$ cat config.mk
export PLATFORM = sky130hd
export DESIGN_NAME = shift_add_multiplier
export DESIGN_NICKNAME = d
export VERILOG_FILES = /design/src/rtl/shift_add_pkg.sv /design/src/rtl/NBitFullAdder.sv /design/src/rtl/shift_add_multiplier.sv
export SDC_FILE = /design/constraint.sdc
export NUM_CORES = 1
export LEC_CHECK = 0
export BUFFER_PORTS_ARGS = -buffer_cell sky130_fd_sc_hd__clkbuf_2
export CAP_MARGIN = 10
export CORE_ASPECT_RATIO = 1.75
export CORE_UTILIZATION = 58
export DETAILED_ROUTE_END_ITERATION = 6
export HOLD_SLACK_MARGIN = 0.08
export MAX_ROUTING_LAYER = met4
export PLACE_DENSITY = 0.92
export SKIP_CTS_REPAIR_TIMING = 1
export SYNTH_ARGS = -nofsm -noshare
export SYNTH_HDL_FRONTEND = slang
export SYNTH_SLANG_ARGS = --single-unit
$ cat constraint.sdc
create_clock -name clk -period 7.7 [get_ports clk]
set_input_delay 1.155 -clock clk [delete_from_list [all_inputs] [get_ports clk]]
set_output_delay 1.155 -clock clk [all_outputs]
set_load 0.01 [all_outputs]
$ cat src/rtl/shift_add_pkg.sv
// Shared types and helpers for the sequential shift-and-add multiplier.
package shift_add_pkg;

  typedef enum logic [1:0] {
    IDLE = 2'd0,
    RUN  = 2'd1,
    DONE = 2'd2
  } mul_state_t;

  // Width of the iteration counter: enough to count 0..N-1, never narrower than 1.
  function automatic int cnt_w(input int n);
    if (n <= 1) return 1;
    return $clog2(n);
  endfunction

endpackage

$ cat src/rtl/NBitFullAdder.sv
// N-bit ripple-carry adder built from a chain of full-adder cells.
module NBitFullAdder #(
  parameter int N = 8
) (
  input  logic [N-1:0] A,
  input  logic [N-1:0] B,
  input  logic         Cin,
  output logic [N-1:0] Sum,
  output logic         Cout
);

  logic [N:0] c;

  assign c[0] = Cin;

  // Carry ripples from bit 0 upward.
  for (genvar i = 0; i < N; i++) begin : g_fa
    assign Sum[i]  = A[i] ^ B[i] ^ c[i];
    assign c[i+1]  = (A[i] & B[i]) | (c[i] & (A[i] ^ B[i]));
  end

  assign Cout = c[N];

endmodule

$ cat src/rtl/shift_add_multiplier.sv
// Sequential unsigned NxN multiplier, one shift-and-add step per clock.
// Optional build macro SHIFT_ADD_ZERO_BYPASS_EN: a zero operand skips
// straight to DONE with a zero product.
module shift_add_multiplier
  import shift_add_pkg::*;
#(
  parameter int N = 8
) (
  input  logic           clk,
  input  logic           rst,
  input  logic           start,
  input  logic [N-1:0]   a,
  input  logic [N-1:0]   b,
  output logic           ready,
  output logic           busy,
  output logic           done,
  output logic [2*N-1:0] product
);

  localparam int CW = cnt_w(N);

  mul_state_t     state_q, state_d;
  logic [2*N-1:0] acc_q, acc_d;
  logic [N-1:0]   mcand_q, mcand_d;
  logic [CW-1:0]  cnt_q, cnt_d;
  logic [2*N-1:0] product_q, product_d;

  logic [N-1:0]   add_b;
  logic [N-1:0]   add_sum;
  logic           add_cout;
  logic [2*N:0]   acc_wide;
  logic [2*N-1:0] acc_shift;

  // Addend is the multiplicand only when the current multiplier bit is set.
  assign add_b = mcand_q & {N{acc_q[0]}};

  NBitFullAdder #(.N(N)) u_add (
    .A    (acc_q[2*N-1:N]),
    .B    (add_b),
    .Cin  (1'b0),
    .Sum  (add_sum),
    .Cout (add_cout)
  );

  // Carry enters at the MSB of a 2N+1-bit value which is then shifted right
  // by one; written this way so N=1 needs no empty slice.
  assign acc_wide  = {add_cout, add_sum, acc_q[N-1:0]};
  assign acc_shift = acc_wide[2*N:1];

  // Next-state computation for FSM, counter, accumulator and result.
  always_comb begin
    state_d   = state_q;
    acc_d     = acc_q;
    mcand_d   = mcand_q;
    cnt_d     = cnt_q;
    product_d = product_q;
    case (state_q)
      IDLE: begin
        if (start) begin
          mcand_d = a;
          acc_d   = {{N{1'b0}}, b};
          cnt_d   = '0;
          state_d = RUN;
`ifdef SHIFT_ADD_ZERO_BYPASS_EN
          if ((a == '0) || (b == '0)) begin
            state_d   = DONE;
            product_d = '0;
          end
`endif
        end
      end
      RUN: begin
        acc_d = acc_shift;
        cnt_d = cnt_q + CW'(1);
        if (cnt_q == CW'(N - 1)) begin
          state_d   = DONE;
          product_d = acc_shift;
        end
      end
      DONE: begin
        state_d = IDLE;
      end
      default: begin
        state_d = IDLE;
      end
    endcase
  end

  // State registers; reset discards any operation in flight.
  always_ff @(posedge clk or posedge rst) begin
    if (rst) begin
      state_q   <= IDLE;
      acc_q     <= '0;
      mcand_q   <= '0;
      cnt_q     <= '0;
      product_q <= '0;
    end else begin
      state_q   <= state_d;
      acc_q     <= acc_d;
      mcand_q   <= mcand_d;
      cnt_q     <= cnt_d;
      product_q <= product_d;
    end
  end

  assign ready   = (state_q == IDLE);
  assign busy    = (state_q == RUN);
  assign done    = (state_q == DONE);
  assign product = product_q;

endmodule

==> results.ini, run 1 <==
[outcome]
outcome=finished clean

[worst_setup_path]
r2r_slack_ns=4.12
worstSetupEndpointType=flip-flop
required_ns=7.86
critPathKind=reg -> reg
cp_max_fo=10
start_kind=flip-flop
r2r_cells=13
r2r-end=acc_q[14]
cp.arrival_ns=3.74
reg2reg_from=acc_q[0]

[routing]
wl_met2_mm=2.191
drt-initial-drc-count=72
wl_met3_um=120
via_per_inst=5.550
highest_layer=met4
wirelength_mm=3.803
m1WireLength_mm=1.439
num_vias=1382
detail-route-antenna-nets=0
drc=0
drt_pre_antenna_iters=4
wl_per_cell_um=15.27

[die]
dieArea_um2=3684
fp.dieH_um=79.55
start_util=0.6211
core_area_um2=3209
num_rows=27
die_w_um=46.32
ios=38

[hold_path]
hold-path-cell-count=2
hp-class=reg -> reg
hold_end=product[11]
min-delay-start=product[11]

[synthesis]
syn_area_um2=1993
yosysTopAreaCell=dfrtp_1
yosysTopAreaCellShare=0.5650
synth.net_count=196
yosys-top-cells-count=45 x dfrtp_1, 16 x mux2_2, 16 x nand2_1
ys_async_sr_fraction=1.000
yosysWarnings=0
ys_seq_elements=45
synth_seq_area_share=0.5650
synth_edf_count=0
synth.most_common_cell=dfrtp_1
ys.flop_type=dfrtp_1
netlist_instances=167
syn_avg_cell_area_um2=11.94
yosys.cell_types.count=24
synthTopCellsByArea=dfrtp_1 56%, mux2_2 9.0%, fa_1 7.0%

[clocking]
cts_buffer_depth=2
cts_root_buf=clkbuf_8
clock_latency_ns=0.29
cts_num_sinks=45
cts_buffers=5
cts_tree=done
htreeDepth=2
clkSlewWorstSetupHoldPaths_ns=0.08

[placed_design]
place_area_um2=2205
portBuffers=37
hpwlAfterDp_mm=2.781
gp_congestion=0.8622

[finish]
nNetsFinal=234
syn_to_final_growth_pct=14.63
design_area_um2=2285
drive_gt1_frac=0.3010
insertedDiodeCount=0
fin_util=0.7119

[global_routing]
grt_usage=0.2566
grt_max_degree=46
antenna_found_initial=0
grt_pass1_vias=1488
grt_pass1_wl_mm=6.423
grt_overflow_total=0

[timing]
fin_crit_sh=0.4648
hold_viol=0
worst_pin_slew_ns=0.5468
finClkSkew_ns=0.005657
setup_viol=0
timing.slew.headroom=0.6355
fin_setup_tns_ns=0
rsz0062_at_grt=false
post-route-min-period_ns=3.579
fmax_ghz=0.2794
maxSlewViolCount=0

[power]
ir_drop_uv=250.7
p_seq_frac=0.428
pwr-share-comb=0.437
power_frac_clock=0.135
switching_share=0.3764
cellPowerDensity_nw_per_um2=440.6
p_leak_nw=1.090
power.switching_uw=379.0
intPower_uw=627.8

[flow_run]
drv_cap=0

==> critical path, cell delays in order (launching register included) <==
cell	delay [ns]
dfrtp_1	0.50
and2_1	0.18
ha_1	0.14
inv_1	0.05
fa_1	0.38
fa_1	0.39
fa_1	0.39
fa_1	0.37
inv_1	0.07
fa_1	0.18
fa_1	0.16
inv_1	0.05
fa_1	0.50
o21ai_0	0.10
==> flip-flops by register name (all words and copies together), names as in the netlist <==
register	count
acc_q	16
cnt_q	3
mcand_q	8
product	16
state_q	2
==> layer usage <==
layer | global-route usage | vias up
met5 | - | -
met4 | 0.1441 | 0
met3 | 0.05882 | 6
met2 | 0.4139 | 38
met1 | 0.2760 | 692
li1 | - | 646
==> through the flow <==
stage / instances / setup slack, ns / power, mW / hold WS, ns
floorplan: 167 / 4.253 / 0.7361 / 0.4563
global placement: 241 / 4.270 / 0.8443 / 0.4600
detailed placement: 241 / 4.090 / 0.8752 / 0.4756
CTS: 249 / 4.104 / 1.016 / 0.4917
global route: 249 / 3.845 / 1.096 / 0.5217
finish: 249 / 4.121 / 1.007 / 0.4895
==> power by group through the flow <==
stage          clock (mW)  combinational [mW]  sequential (mW)
2_1_floorplan           0               0.312            0.424
3_3_place_gp            0               0.416            0.429
3_5_place_dp            0               0.441            0.434
4_1_cts             0.141               0.445            0.430
5_1_grt             0.150               0.501            0.445
6_report            0.136               0.440            0.431
==> layout by cell type (no fill, tap or decap) <==
cell / netlist / layout
clkbuf_1: 2 / 3
clkbuf_8: 0 / 5
o22a_1: 2 / 2
nor3b_1: 2 / 2
nand2b_1: 2 / 2
nor2b_1: 3 / 3
a22o_1: 4 / 4
nor2_1: 5 / 5
o22ai_1: 12 / 12
mux2_2: 16 / 16
a221oi_1: 2 / 2
fa_1: 7 / 7
clkbuf_2: 0 / 37
o21bai_2: 1 / 1
buf_4: 1 / 1
nor2_2: 1 / 1
inv_1: 15 / 15
nand2_1: 16 / 16
o21ai_0: 11 / 11
nand3b_2: 1 / 1
a21oi_1: 7 / 7
ha_1: 3 / 3
and2_1: 3 / 3
nor3_1: 2 / 2
dfrtp_1: 45 / 45
==> area by class of cell <==
cell class                      instances  area (um2)
Tap cell                               43       53.80
Fill cell                             240       924.6
Timing Repair Buffer                   38       192.7
Inverter                               15       56.30
Clock buffer                            8       80.08
Sequential cell                        45        1126
Multi-Input combinational cell        100       775.7
==> logic make-up (layout without fill, tap and decap cells) <==
family | count (synthesis) | in the layout | synth area share
buffers and inverters | 22 | 61 | 0.04583
adder cells (fa/ha/maj) | 10 | 10 | 0.08914
multiplexers | 16 | 16 | 0.09039
AO/OA/AOI/OAI | 39 | 39 | 0.1237
AND/OR/NAND/NOR | 35 | 35 | 0.08600
flip-flops | 45 | 45 | 0.5650
==> worst max path at each step <==
stage | cells after the start | end | start | slack (ns)
after floorplan | 14 | product[14] | acc_q[0] | 4.25
after global placement | 13 | product[14] | acc_q[0] | 4.27
after detailed placement | 13 | acc_q[14] | acc_q[0] | 4.09
after CTS | 13 | acc_q[14] | acc_q[0] | 4.10
after global routing | 13 | acc_q[14] | acc_q[0] | 3.84
final | 13 | acc_q[14] | acc_q[0] | 4.12
(Power assumes the default switching activity.)
==> run 2: changes to the inputs <==
--- a/config.mk
+++ b/config.mk
@@ -5,14 +5,15 @@
 export SDC_FILE = /design/constraint.sdc
 export NUM_CORES = 1
 export LEC_CHECK = 0
+export ABC_AREA = 1
 export BUFFER_PORTS_ARGS = -buffer_cell sky130_fd_sc_hd__clkbuf_2
 export CAP_MARGIN = 10
 export CORE_ASPECT_RATIO = 1.75
-export CORE_UTILIZATION = 58
+export CORE_UTILIZATION = 49
 export DETAILED_ROUTE_END_ITERATION = 6
 export HOLD_SLACK_MARGIN = 0.08
 export MAX_ROUTING_LAYER = met4
-export PLACE_DENSITY = 0.92
+export PLACE_DENSITY = 0.84
 export SKIP_CTS_REPAIR_TIMING = 1
 export SYNTH_ARGS = -nofsm -noshare
 export SYNTH_HDL_FRONTEND = slang
==> constraint.sdc (replaced) <==
create_clock -name clk -period 3.1 [get_ports clk]
set_input_delay 0.465 -clock clk [delete_from_list [all_inputs] [get_ports clk]]
set_output_delay 0.465 -clock clk [all_outputs]
set_load 0.01 [all_outputs]
==> results.ini, run 2 <==
[outcome]
outcome=finished, violations left  ; was finished clean
violations=setup timing

[finish]
syn_to_final_growth_pct=15.67  ; was 14.63%
insertedDiodeCount=0  ; unchanged
final_common_cell=nand2_1  ; was dfrtp_1
finalNonFillerCells=322  ; was 249
ff_latch_area_um2=1126  ; unchanged
design_area_um2=2374  ; was 2285 um2
fillers=371  ; was 240
drive_gt1_frac=0.2190  ; was 0.3010
layout_common_cells=111 x nand2_1, 45 x dfrtp_1, 37 x clkbuf_2  ; was 45 x dfrtp_1, 37 x clkbuf_2, 16 x mux2_2, 16 x nand2_1, 15 x inv_1
multi_input_area_um2=822.0  ; was 775.7 um2
nNetsFinal=302  ; was 234
fin_util=0.6022  ; was 0.7119

[die]
core_area_um2=3941  ; was 3209 um2
ios=38  ; unchanged
die_w_um=50.92  ; was 46.32 um
fp.dieH_um=87.61  ; was 79.55 um
start_util=0.5206  ; was 0.6211
num_rows=30  ; was 27
dieArea_um2=4460  ; was 3684 um2

[synthesis]
yosysTopAreaCell=dfrtp_1  ; unchanged
yosysWarnings=0  ; unchanged
netlist_instances=234  ; was 167
syn_avg_cell_area_um2=8.769  ; was 11.94 um2
yosysTopAreaCellShare=0.5488  ; was 0.5650
syn_area_um2=2052  ; was 1993 um2
yosys-top-cells-count=111 x nand2_1, 45 x dfrtp_1, 18 x o21ai_0  ; was 45 x dfrtp_1, 16 x mux2_2, 16 x nand2_1
ys_seq_elements=45  ; unchanged
ys.flop_type=dfrtp_1  ; unchanged
synthTopCellsByArea=dfrtp_1 55%, nand2_1 20%, fa_1 6.8%  ; was dfrtp_1 56%, mux2_2 9.0%, fa_1 7.0%
ys_async_sr_fraction=1.000  ; unchanged
synth_seq_area_share=0.5488  ; was 0.5650
yosys.cell_types.count=17  ; was 24
synth.net_count=263  ; was 196
synth.most_common_cell=nand2_1  ; was dfrtp_1
synth_edf_count=0  ; unchanged

[routing]
drc=0  ; unchanged
via_per_inst=5.031  ; was 5.550
wirelength_mm=4.088  ; was 3.803 mm
drt_pre_antenna_iters=4  ; unchanged
num_vias=1620  ; was 1382
drt-initial-drc-count=41  ; was 72
wl_per_cell_um=12.70  ; was 15.27 um
detail-route-antenna-nets=0  ; unchanged

[timing]
worst_pin_slew_ns=0.6409  ; was 0.5468 ns
post-route-min-period_ns=3.219  ; was 3.579 ns
fmax_ghz=0.3106  ; was 0.2794 GHz
fin_crit_sh=1.038  ; was 0.4648
holdWs_ns=0.2779  ; was 0.4895 ns
timing.slew.headroom=0.5698  ; was 0.6355
fin_setup_tns_ns=-0.2688  ; was 0 ns
setup_ws_ns=-0.1192  ; was 4.121 ns
hold_viol=0  ; unchanged
rsz0062_at_grt=true  ; was false
finClkSkew_ns=0.006622  ; was 0.005657 ns
maxSlewViolCount=0  ; unchanged
setup_viol=4  ; was 0

[worst_setup_path]
crit_path_frequent_cell=fa_2  ; was fa_1
cp_max_fo=2  ; was 10
worstSetupEndpointType=flip-flop  ; unchanged
start_kind=flip-flop  ; unchanged
cpLargestDelayFamily=adder cells  ; unchanged
critPathKind=reg -> reg  ; unchanged
required_ns=3.26  ; was 7.86 ns
cp.arrival_ns=3.38  ; was 3.74 ns
crit_chain=nand2_1 -> inv_1 -> ha_1 -> inv_1 -> fa_2 -> fa_2 -> fa_2 -> fa_2 -> inv_2 -> fa_2 -> fa_1 -> inv_1 -> fa_1 -> o21ai_1  ; was and2_1 -> ha_1 -> inv_1 -> fa_1 -> fa_1 -> fa_1 -> fa_1 -> inv_1 -> fa_1 -> fa_1 -> inv_1 -> fa_1 -> o21ai_0
path_buf_inv=4  ; was 3
cpMaxStageDelayCell=fa_1  ; was dfrtp_1
critPathMaxStageDelay_ns=0.49  ; was 0.50 ns

[clocking]
clock_latency_ns=0.30  ; was 0.29 ns
cts_tree=done  ; unchanged
cts_buffer_depth=2  ; unchanged
cts_buffers=5  ; unchanged
cts_root_buf=clkbuf_8  ; unchanged
htreeDepth=2  ; unchanged
cts_num_sinks=45  ; unchanged
clkSlewWorstSetupHoldPaths_ns=0.08  ; about the same

[global_routing]
grt_usage=0.2305  ; was 0.2566
grt_pass1_wl_mm=7.314  ; was 6.423 mm
antenna_found_initial=0  ; unchanged
grt_overflow_total=0  ; unchanged
grt_pass1_vias=1671  ; was 1488
grt_max_degree=46  ; unchanged

[power]
p_leak_nw=1.294  ; was 1.090 nW
p_total_mw=2.226  ; was 1.007 mW
cellPowerDensity_nw_per_um2=937.7  ; was 440.6 nW/um2
ir_drop_uv=585.8  ; was 250.7 uV

[hold_path]
hp-class=in -> async  ; was reg -> reg

[placed_design]
dpl_worst_slack_ns=-0.1154  ; was 4.090 ns
dp_cells=314  ; was 241
portBuffers=37  ; unchanged
place_area_um2=2291  ; was 2205 um2
gp_congestion=0.7926  ; was 0.8622
hpwlAfterDp_mm=2.886  ; was 2.781 mm

[flow_run]
drv_cap=0  ; unchanged

==> run 2: cell families (layout without fill, tap and decap cells) <==
family,Yosys count,after routing,share of synthesized area
AOI/OAI and AO/OA,19,19,0.04634
adders and majority gates,10,10,0.08659
buffers and inverters,27,67,0.05670
DFF,45,45,0.5488
and+or+nand+nor,133,133,0.2616
==> run 2: cell type report <==
| class | instances | area share |
|---|---|---|
| clock buffers | 6 | 0.03057 |
| clock inverters | 2 | 0.004217 |
| inverters | 18 | 0.02847 |
| multi-input cells | 162 | 0.3463 |
| flip-flops and latches | 45 | 0.4744 |
| well taps | 48 | 0.02530 |
| repair buffers | 41 | 0.09067 |
==> run 2: final timing paths <==
kind                                 start           to  slack, ns  cells past startpoint
worst max-delay path              acc_q[0]  product[14]      -0.12                     14
worst min-delay path                   rst   product[3]       0.28                      3
worst max register to register    acc_q[0]  product[14]      -0.12                     14
worst min register to register  mcand_q[5]   mcand_q[5]       0.48                      2
max in group asynchronous              rst  product[13]       2.43                      3
min in group clk                      a[3]   mcand_q[3]       0.39                      3
==> run 2: power by group <==
group          switching [mW]  internal (mW)  total, mW
combinational           0.536          0.335      0.871
sequential              0.169          0.837       1.01
clock                   0.192          0.156      0.348
==> run 2: worst register-to-register path: stages (launching register included) <==
cell	delay, ns
dfrtp_1	0.37
nand2_1	0.07
inv_1	0.05
ha_1	0.13
inv_1	0.05
fa_2	0.34
fa_2	0.37
fa_2	0.35
fa_2	0.34
inv_2	0.06
fa_2	0.18
fa_1	0.17
inv_1	0.05
fa_1	0.49
o21ai_1	0.08
==> run 2: per-layer routing <==
metal	routed length [um]	GRT usage
met1	1714	0.2726
met2	2127	0.3720
met3	116	0.03819
met4	129	0.1212
met5	0	-
==> run 3: changes to the inputs <==
--- a/config.mk
+++ b/config.mk
@@ -11,7 +11,8 @@
 export CORE_ASPECT_RATIO = 1.75
 export CORE_UTILIZATION = 49
 export DETAILED_ROUTE_END_ITERATION = 6
-export HOLD_SLACK_MARGIN = 0.08
+export GPL_TIMING_DRIVEN = 0
+export HOLD_SLACK_MARGIN = 0.1
 export MAX_ROUTING_LAYER = met4
 export PLACE_DENSITY = 0.84
 export SKIP_CTS_REPAIR_TIMING = 1
==> results.ini, run 3 (synthesis results as in run 2) <==
[finish]
final_common_cell=nand2_1  ; unchanged
syn_to_final_growth_pct=21.16  ; was 15.67%
nNetsFinal=310  ; was 302
fillers=338  ; was 371
drive_gt1_frac=0.2705  ; was 0.2190
design_area_um2=2486  ; was 2374 um2
layout_common_cells=110 x nand2_1, 45 x dfrtp_1, 36 x clkbuf_2  ; was 111 x nand2_1, 45 x dfrtp_1, 37 x clkbuf_2
multi_input_area_um2=843.3  ; was 822.0 um2
ff_latch_area_um2=1126  ; unchanged
fin_util=0.6308  ; was 0.6022
insertedDiodeCount=0  ; unchanged

[routing]
num_vias=1646  ; was 1620
wirelength_mm=4.309  ; was 4.088 mm
drc=0  ; unchanged
detail-route-antenna-nets=0  ; unchanged
drt_pre_antenna_iters=4  ; unchanged
wl_per_cell_um=13.10  ; was 12.70 um
via_per_inst=5.003  ; was 5.031
drt-initial-drc-count=46  ; was 41

[global_routing]
grt_pass1_vias=1567  ; was 1671
grt_pass1_wl_mm=7.065  ; was 7.314 mm
antenna_found_initial=0  ; unchanged
grt_usage=0.2273  ; was 0.2305
grt_max_degree=42  ; was 46
grt_overflow_total=0  ; unchanged

[power]
switching_share=0.3899  ; was 0.4031
intPower_mw=1.457  ; was 1.329 mW
p_leak_nw=1.336  ; was 1.294 nW
power.switching_uw=931.5  ; was 897.1 uW
cellPowerDensity_nw_per_um2=960.9  ; was 937.7 nW/um2
ir_drop_uv=620.0  ; was 585.8 uV
power_frac_clock=0.179  ; was 0.157
pwr-share-comb=0.401  ; was 0.392
p_seq_frac=0.420  ; was 0.452

[timing]
fmax_ghz=0.2988  ; was 0.3106 GHz
timing.slew.headroom=0.7016  ; was 0.5698
maxSlewViolCount=0  ; unchanged
fin_crit_sh=1.079  ; was 1.038
finClkSkew_ns=0.004979  ; was 0.006622 ns
setup_ws_ns=-0.2464  ; was -0.1192 ns
rsz0062_at_grt=true  ; unchanged
holdWs_ns=0.3963  ; was 0.2779 ns
post-route-min-period_ns=3.346  ; was 3.219 ns
hold_viol=0  ; unchanged
setup_viol=5  ; was 4
worst_pin_slew_ns=0.4472  ; was 0.6409 ns

[die]
fp.dieH_um=87.61  ; unchanged
num_rows=30  ; unchanged
core_area_um2=3941  ; unchanged
start_util=0.5206  ; unchanged
ios=38  ; unchanged
die_w_um=50.92  ; unchanged
dieArea_um2=4460  ; unchanged

[worst_setup_path]
required_ns=3.28  ; was 3.26 ns
critPathKind=reg -> reg  ; unchanged
cp.arrival_ns=3.53  ; was 3.38 ns
r2r_slack_ns=-0.25  ; was -0.12 ns
r2r-end=acc_q[14]  ; was product[14]
reg2reg_from=acc_q[0]  ; unchanged
r2r_cells=15  ; was 14
cp_max_fo=4  ; was 2
worstSetupEndpointType=flip-flop  ; unchanged
cp-startpoint=acc_q[0]  ; unchanged
start_kind=flip-flop  ; unchanged

[placed_design]
dpl_worst_slack_ns=-0.2558  ; was -0.1154 ns
portBuffers=36  ; was 37
gp_congestion=0.8110  ; was 0.7926
place_area_um2=2335  ; was 2291 um2
hpwlAfterDp_mm=2.908  ; was 2.886 mm

[hold_path]
min-delay-start=a[2]
hold-path-cell-count=3
hp-class=in -> reg  ; was in -> async
hold_end=mcand_q[2]

[clocking]
cts_tree=done  ; unchanged
cts_num_sinks=45  ; unchanged
clock_latency_ns=0.30  ; about the same
cts_root_buf=clkbuf_8  ; unchanged
cts_buffers=5  ; unchanged
htreeDepth=2  ; unchanged
cts_buffer_depth=2  ; unchanged
clkSlewWorstSetupHoldPaths_ns=0.08  ; about the same

[outcome]
violations=setup timing  ; unchanged
outcome=finished, violations left  ; unchanged

[flow_run]
drv_cap=0  ; unchanged

-- run 3: critical path: stages, from the launching register on --
cell	delay [ns]
dfrtp_1	0.37
buf_8	0.11
nand2_2	0.05
inv_2	0.06
ha_4	0.12
inv_2	0.03
fa_2	0.34
fa_2	0.37
fa_2	0.34
fa_2	0.34
inv_2	0.06
fa_2	0.21
fa_2	0.21
inv_2	0.04
fa_1	0.51
o21ai_1	0.08
-- run 3: power groups by stage --
| stage | registers (mW) | clock network, mW | logic [mW] |
|---|---|---|---|
| detailed placement | 1.00 | 0 | 0.901 |
| global placement | 0.991 | 0 | 0.871 |
| global route | 1.03 | 0.458 | 1.10 |
| floorplan | 1.01 | 0 | 0.601 |
| CTS | 0.993 | 0.430 | 0.908 |
| finish | 1.00 | 0.429 | 0.958 |
-- run 3: routing by layer --
layer  global-route usage  part of all wire  up-vias
met4              0.09343             0.018        0
met2               0.3624              0.54       34
li1                     -                 -      809
met5                    -                 0        -
met3              0.05382             0.034        7
met1               0.2744              0.41      796
-- run 3: cell type report --
class                   instances  share of cell area
clock inverters                 2             0.01409
flip-flops and latches         45              0.4529
multi-input cells             162              0.3392
clock buffers                   5             0.02768
plain buffers                   9             0.02416
well taps                      48             0.02416
repair buffers                 40             0.09059
inverters                      18             0.02718
-- run 3: worst max-delay path by stage --
stage	endpoint	slack, ns	depth (start not counted)
4_1_cts	acc_q[14]	-0.28	15
2_1_floorplan	acc_q[14]	-0.07	15
3_3_place_gp	acc_q[14]	-0.20	15
6_report	acc_q[14]	-0.25	15
3_5_place_dp	acc_q[14]	-0.26	15
5_1_grt	acc_q[14]	-0.33	15
-- run 3: metrics by stage --
stage	TNS, ns	std cells	power, mW
5_1_grt	-1.382	329	2.590
6_report	-0.8090	329	2.389
3_5_place_dp	-0.7990	319	1.903
2_1_floorplan	-0.1482	234	1.610
4_1_cts	-0.8817	326	2.330
3_3_place_gp	-0.6020	318	1.862
